File: src/rtl/seq_mult_pkg.sv
// Shared types and helpers for the sequential shift-and-add multiplier.
package seq_mult_pkg;

    typedef enum logic [1:0] {
        ST_IDLE   = 2'd0,
        ST_RUN    = 2'd1,
        ST_FINISH = 2'd2
    } state_e;

    // Bit count needed to index WIDTH multiplier bits (WIDTH >= 2).
    function automatic int cnt_width(input int w);
        return (w < 2) ? 1 : $clog2(w);
    endfunction

endpackage

File: src/rtl/edge_detect.sv
// Registered rising-edge detector; history resets to "high" so a level held through reset is not an edge.
module edge_detect (
    input  logic clk,
    input  logic reset,
    input  logic sig,
    output logic rise
);

    logic prev_q;
    logic prev_d;

    always_comb begin
        prev_d = sig;
    end

    always_ff @(posedge clk) begin
        if (reset) begin
            prev_q <= 1'b1;
        end else begin
            prev_q <= prev_d;
        end
    end

    assign rise = sig & ~prev_q;

endmodule

File: src/rtl/seq_multiplier.sv
// Sequential shift-and-add multiplier, one multiplier bit per clock, busy/done handshake.
// Define SEQ_MULT_SIGNED_EN to add the signed_mode port and two's-complement support.
module seq_multiplier
    import seq_mult_pkg::*;
#(
    parameter int WIDTH = 8
) (
    input  logic                 clk,
    input  logic                 reset,
    input  logic                 start,
    input  logic [WIDTH-1:0]     md,
    input  logic [WIDTH-1:0]     mr,
`ifdef SEQ_MULT_SIGNED_EN
    input  logic                 signed_mode,
`endif
    output logic                 busy,
    output logic                 done,
    output logic [2*WIDTH-1:0]   product
);

    localparam int CW = cnt_width(WIDTH);
    localparam logic [CW-1:0] CNT_LAST = CW'(WIDTH - 1);

    state_e               state_q, state_d;
    logic [2*WIDTH-1:0]   acc_q, acc_d;
    logic [2*WIDTH-1:0]   acc_md_q, acc_md_d;
    logic [WIDTH-1:0]     acc_mr_q, acc_mr_d;
    logic [CW-1:0]        cnt_q, cnt_d;
    logic [2*WIDTH-1:0]   product_q, product_d;
    logic                 done_q, done_d;
    logic                 start_rise;
    logic [WIDTH-1:0]     md_in, mr_in;
    logic                 neg_in, neg_now;
    logic [2*WIDTH-1:0]   sum;

    edge_detect u_start_edge (
        .clk   (clk),
        .reset (reset),
        .sig   (start),
        .rise  (start_rise)
    );

`ifdef SEQ_MULT_SIGNED_EN
    logic neg_q, neg_d;

    // Magnitude of a two's-complement value; -2^(W-1) maps onto itself, read as unsigned.
    function automatic logic [WIDTH-1:0] magnitude(input logic signed [WIDTH-1:0] v);
        return (v < 0) ? WIDTH'(-v) : WIDTH'(v);
    endfunction

    always_comb begin
        md_in  = signed_mode ? magnitude(md) : md;
        mr_in  = signed_mode ? magnitude(mr) : mr;
        neg_in = signed_mode & (md[WIDTH-1] ^ mr[WIDTH-1]);
        neg_d  = neg_q;
        if (state_q == ST_IDLE && start_rise) begin
            neg_d = neg_in;
        end
    end

    always_ff @(posedge clk) begin
        if (reset) begin
            neg_q <= 1'b0;
        end else begin
            neg_q <= neg_d;
        end
    end

    assign neg_now = neg_q;
`else
    assign md_in   = md;
    assign mr_in   = mr;
    assign neg_in  = 1'b0;
    assign neg_now = neg_in;
`endif

    assign sum = acc_q + (acc_mr_q[0] ? acc_md_q : '0);

    always_comb begin
        state_d   = state_q;
        acc_d     = acc_q;
        acc_md_d  = acc_md_q;
        acc_mr_d  = acc_mr_q;
        cnt_d     = cnt_q;
        product_d = product_q;
        done_d    = 1'b0;
        case (state_q)
            ST_IDLE: begin
                if (start_rise) begin
                    acc_md_d = {{WIDTH{1'b0}}, md_in};
                    acc_mr_d = mr_in;
                    acc_d    = '0;
                    cnt_d    = '0;
                    state_d  = ST_RUN;
                end
            end
            ST_RUN: begin
                acc_d    = sum;
                acc_md_d = acc_md_q << 1;
                acc_mr_d = acc_mr_q >> 1;
                cnt_d    = cnt_q + CW'(1);
                // Result registers load on the final add so product and done appear together in FINISH.
                if (cnt_q == CNT_LAST) begin
                    product_d = neg_now ? -sum : sum;
                    done_d    = 1'b1;
                    state_d   = ST_FINISH;
                end
            end
            ST_FINISH: begin
                state_d = ST_IDLE;
            end
            default: begin
                state_d = ST_IDLE;
            end
        endcase
    end

    always_ff @(posedge clk) begin
        if (reset) begin
            state_q   <= ST_IDLE;
            acc_q     <= '0;
            acc_md_q  <= '0;
            acc_mr_q  <= '0;
            cnt_q     <= '0;
            product_q <= '0;
            done_q    <= 1'b0;
        end else begin
            state_q   <= state_d;
            acc_q     <= acc_d;
            acc_md_q  <= acc_md_d;
            acc_mr_q  <= acc_mr_d;
            cnt_q     <= cnt_d;
            product_q <= product_d;
            done_q    <= done_d;
        end
    end

    assign busy    = (state_q == ST_RUN);
    assign done    = done_q;
    assign product = product_q;

endmodule

File: config.mk
export PLATFORM = sky130hd
export DESIGN_NAME = seq_multiplier
export DESIGN_NICKNAME = d
export VERILOG_FILES = /design/src/rtl/seq_mult_pkg.sv /design/src/rtl/edge_detect.sv /design/src/rtl/seq_multiplier.sv
export SDC_FILE = /design/constraint.sdc
export NUM_CORES = 1
export LEC_CHECK = 0
export CAP_MARGIN = 0
export CORE_ASPECT_RATIO = 0.6
export CORE_MARGIN = 3
export CORE_UTILIZATION = 55
export CTS_CLUSTER_DIAMETER = 40
export DETAILED_ROUTE_END_ITERATION = 12
export GPL_TIMING_DRIVEN = 0
export MAX_ROUTING_LAYER = met4
export PLACE_DENSITY = 0.8
export SYNTH_ARGS = -nofsm -noshare
export SYNTH_HDL_FRONTEND = slang
export SYNTH_SLANG_ARGS = --single-unit
File: constraint.sdc
create_clock -name clk -period 3.6 [get_ports clk]
set_clock_uncertainty 0.2 [all_clocks]
set_input_delay 0.54 -clock clk [delete_from_list [all_inputs] [get_ports clk]]
set_output_delay 0.54 -clock clk [all_outputs]
set_load 0.05 [all_outputs]
==> reports/metrics.csv <==
stage,metric,value,unit
clock_tree,clock root cell,clkbuf_8,
sta,fmax,302.7,MHz
synth,Yosys cell types,39,
floorplanning,Initial Util,58.65,%
synth,syn_area_per_cell,8.163,um2
clock_tree,deepest clock path buffer count,2,
synth,warnings from Yosys,0,
synth,Mapped Area,3053,um2
setup_path,WS Path Type,flop to flop,
synth,Post-synth EDFFs,0,
synth,"Net Count, Synth",411,
pwr,Leakage Power,1.476,nW
synth,"top cells by area, synth","dfxtp_1 41%, nand2_1 8.1%, nor2_1 7.1%",
setup_path,crit-path cells,"clkbuf_1, and2_1, ha_1, fa_1, a21o_1, a221oi_2, a31oi_1, a21oi_1, xor2_1, a211oi_1",
setup_path,crit-path max FO,10,
setup_path,Crit path largest cell delay,0.42,ns
flow_run,maxcap violations,0,
layout,Nets,457,
placed_design,pre-CTS WS,0.3595,ns
setup_path,CP arrival,3.31,ns
sta,Final Worst Setup Slack,0.2961,ns
synth,top-area cell type share of the netlist area,41.31,%
hold_path,Worst Hold Depth,2,
floorplanning,die area,6510,um2
layout,Fillers,435,
global_routing,first-pass GRT wire length,13170,um
global_routing,total track usage,27.33,%
sta,final hold violations,0,
synth,sequential share of the synthesized area,41.31,%
layout,"commonest non-fill, non-tap cell in the layout",nand2_1,
setup_path,"Largest delay share family, worst path",compound AO/OA/AOI/OAI gates,
sta,Slew HR,56.19,%
route,Routed WL,8060,um
sta,clock period minus worst slack,3.304,ns
placed_design,Post-DP Area,3486,um2
global_routing,largest net degree at the start of global routing,11,
global_routing,initial antenna violation count,0,
setup_path,Setup crit end kind,flop,
layout,layout cells sized above 1,5.647,%
sta,Worst Tran Pin Value,0.6572,ns
layout,multi-input logic area,1695,um2
route,post-route ant nets,0,
synth,register bit total from synthesis,63,
sta,Setup TNS Final,0,ns
clock_tree,Clock transition at path regs,0.07,ns
placed_design,port bufs,35,
layout,area grow syn2layout,20.49,%
sta,number of setup violations in the final report,0,
hold_path,HP Class,flop to flop,
setup_path,crit start category,flop,
layout,Non-Filler Instances,491,
layout,# diodes,0,
pwr,Cell Pwr Density,391.8,nW/um2
clock_tree,worst-skew pair later-pin latency,0.34,ns
clock_tree,TritonCTS clock tree,yes,
placed_design,dpl hpwl,6070,um
placed_design,# placed instances,475,
sta,Final Max Tran Viols,0,
route,Initial DRT Pass Iterations,5,
global_routing,number of global-route vias before repair,2671,
pwr,maximum VDD drop,0.0002501,V
clock_tree,number of H-tree levels,3,
setup_path,R2R depth,10,
route,vias,2915,
clock_tree,total clock sinks,63,
floorplanning,Die Wd,102.2,um
clock_tree,CTS buffer count,9,
global_routing,total grt overflow,0,
synth,Mapped Cells,374,
floorplanning,die height,63.71,um
synth,post-synthesis async set-or-reset flop share,0,%
run_status,status,finished clean,
setup_path,"Buf+Inv Stages, Crit Path",1,
layout,Sequential Area,1261,um2
setup_path,Worst EP required,3.60,ns
route,wire per inst,16.42,um
sta,Final Cycle Share,91.78,%
floorplanning,I/O pin count,37,
floorplanning,core footprint,5205,um2
placed_design,gpl congestion,0.9141,
route,vias per inst,5.937,
route,DRC,0,
layout,Final Core Density,70.67,%
route,DRT iter0 DRCs,224,
setup_path,Worst path depth,10,
sta,RSZ-0062 raised after global routing,false,
synth,Synth Flop Type,dfxtp_1,
layout,"commonest cells after routing, fill and taps aside","66 x nand2_1, 63 x dfxtp_1, 58 x nor2_1, 34 x clkdlybuf4s50_1, 26 x a21oi_1",
synth,Synth area leader,dfxtp_1,
layout,Final Cell Area,3679,um2
floorplanning,row cnt,20,
setup_path,slowest CP cell,dfxtp_1,
==> sequential cells by signal, indices dropped and copies added (netlist names) <==
| signal | flops |
|---|---|
| cnt_q | 3 |
| state_q | 2 |
| done | 1 |
| acc_q | 16 |
| acc_md_q | 16 |
| product | 16 |
| u_start_edge.prev_q | 1 |
| acc_mr_q | 8 |
==> tightest hold or removal path, stage by stage, from the launching register on <==
cell	delay, ns
dfxtp_1	0.31
nand2_1	0.05
a21oi_1	0.05
==> final cells by class <==
class	count	share of cell area (%)
Multi-Input combinational cell	286	46.09
Sequential cell	63	34.29
Timing Repair Buffer	35	9.592
Clock buffer	12	3.946
Buffer	23	2.415
Tap cell	66	2.245
Clock inverter	4	1.224
Inverter	2	0.2041
==> routing by layer <==
metal | routed length, um | vias to the layer above | part of all wire, % | track usage, %
met2 | 3389 | 121 | 42 | 38.27
li1 | - | 1401 | - | -
met5 | 0 | - | 0 | -
met1 | 3974 | 1379 | 49 | 39.09
met4 | 105 | 0 | 1.3 | 8.511
met3 | 590 | 14 | 7.3 | 5.973
==> through the flow <==
stage               total power, mW  hold slack (ns)
floorplan                    0.8077           0.2223
global route                  1.492           0.2664
finish                        1.441           0.2535
global placement             0.8527           0.2395
detailed placement           0.8563           0.2461
CTS                           1.449           0.2549
==> worst paths after layout <==
kind               startpoint    endpoint  slack, ns
setup / recovery  acc_mr_q[0]   acc_q[14]       0.30
hold / removal     product[5]  product[5]       0.25
setup reg to reg  acc_mr_q[0]   acc_q[14]       0.30
hold reg to reg    product[5]  product[5]       0.25
==> synthesized netlist by cell type, types with 3 or more instances <==
master / count
a21o_1: 3
nand3_1: 5
nand2b_1: 4
dfxtp_1: 63
a22oi_1: 20
a311oi_1: 14
a21oi_1: 26
ha_1: 17
o21ai_0: 13
xor2_1: 8
and2_1: 15
clkbuf_1: 20
xnor2_1: 6
nand2_1: 66
nor2_1: 58
a211oi_1: 6
==> cell families (layout without fill, tap and decap cells) <==
logic type	Yosys count	count (layout)	share of synthesized area, %
buffers and inverters	25	76	3.156
AOI/OAI and AO/OA	96	96	21.76
adders and majority gates	18	18	7.623
xor gates and xnor gates	14	14	4.016
and+or+nand+nor	158	158	22.13
DFF	63	63	41.31
==> power by group <==
group / leakage [nW] / switching, mW / internal (mW)
Combinational: 0.866 / 0.0718 / 0.0447
Clock: 0.100 / 0.263 / 0.335
Sequential: 0.510 / 0.0131 / 0.714
Total: 1.48 / 0.347 / 1.09
==> what timing repair did <==
item	CTS	global route
endpoints found under the setup margin	0	1
setup buffers	0	0
resized for setup	0	1
hold buffers	0	0
(Power assumes the default switching activity.)
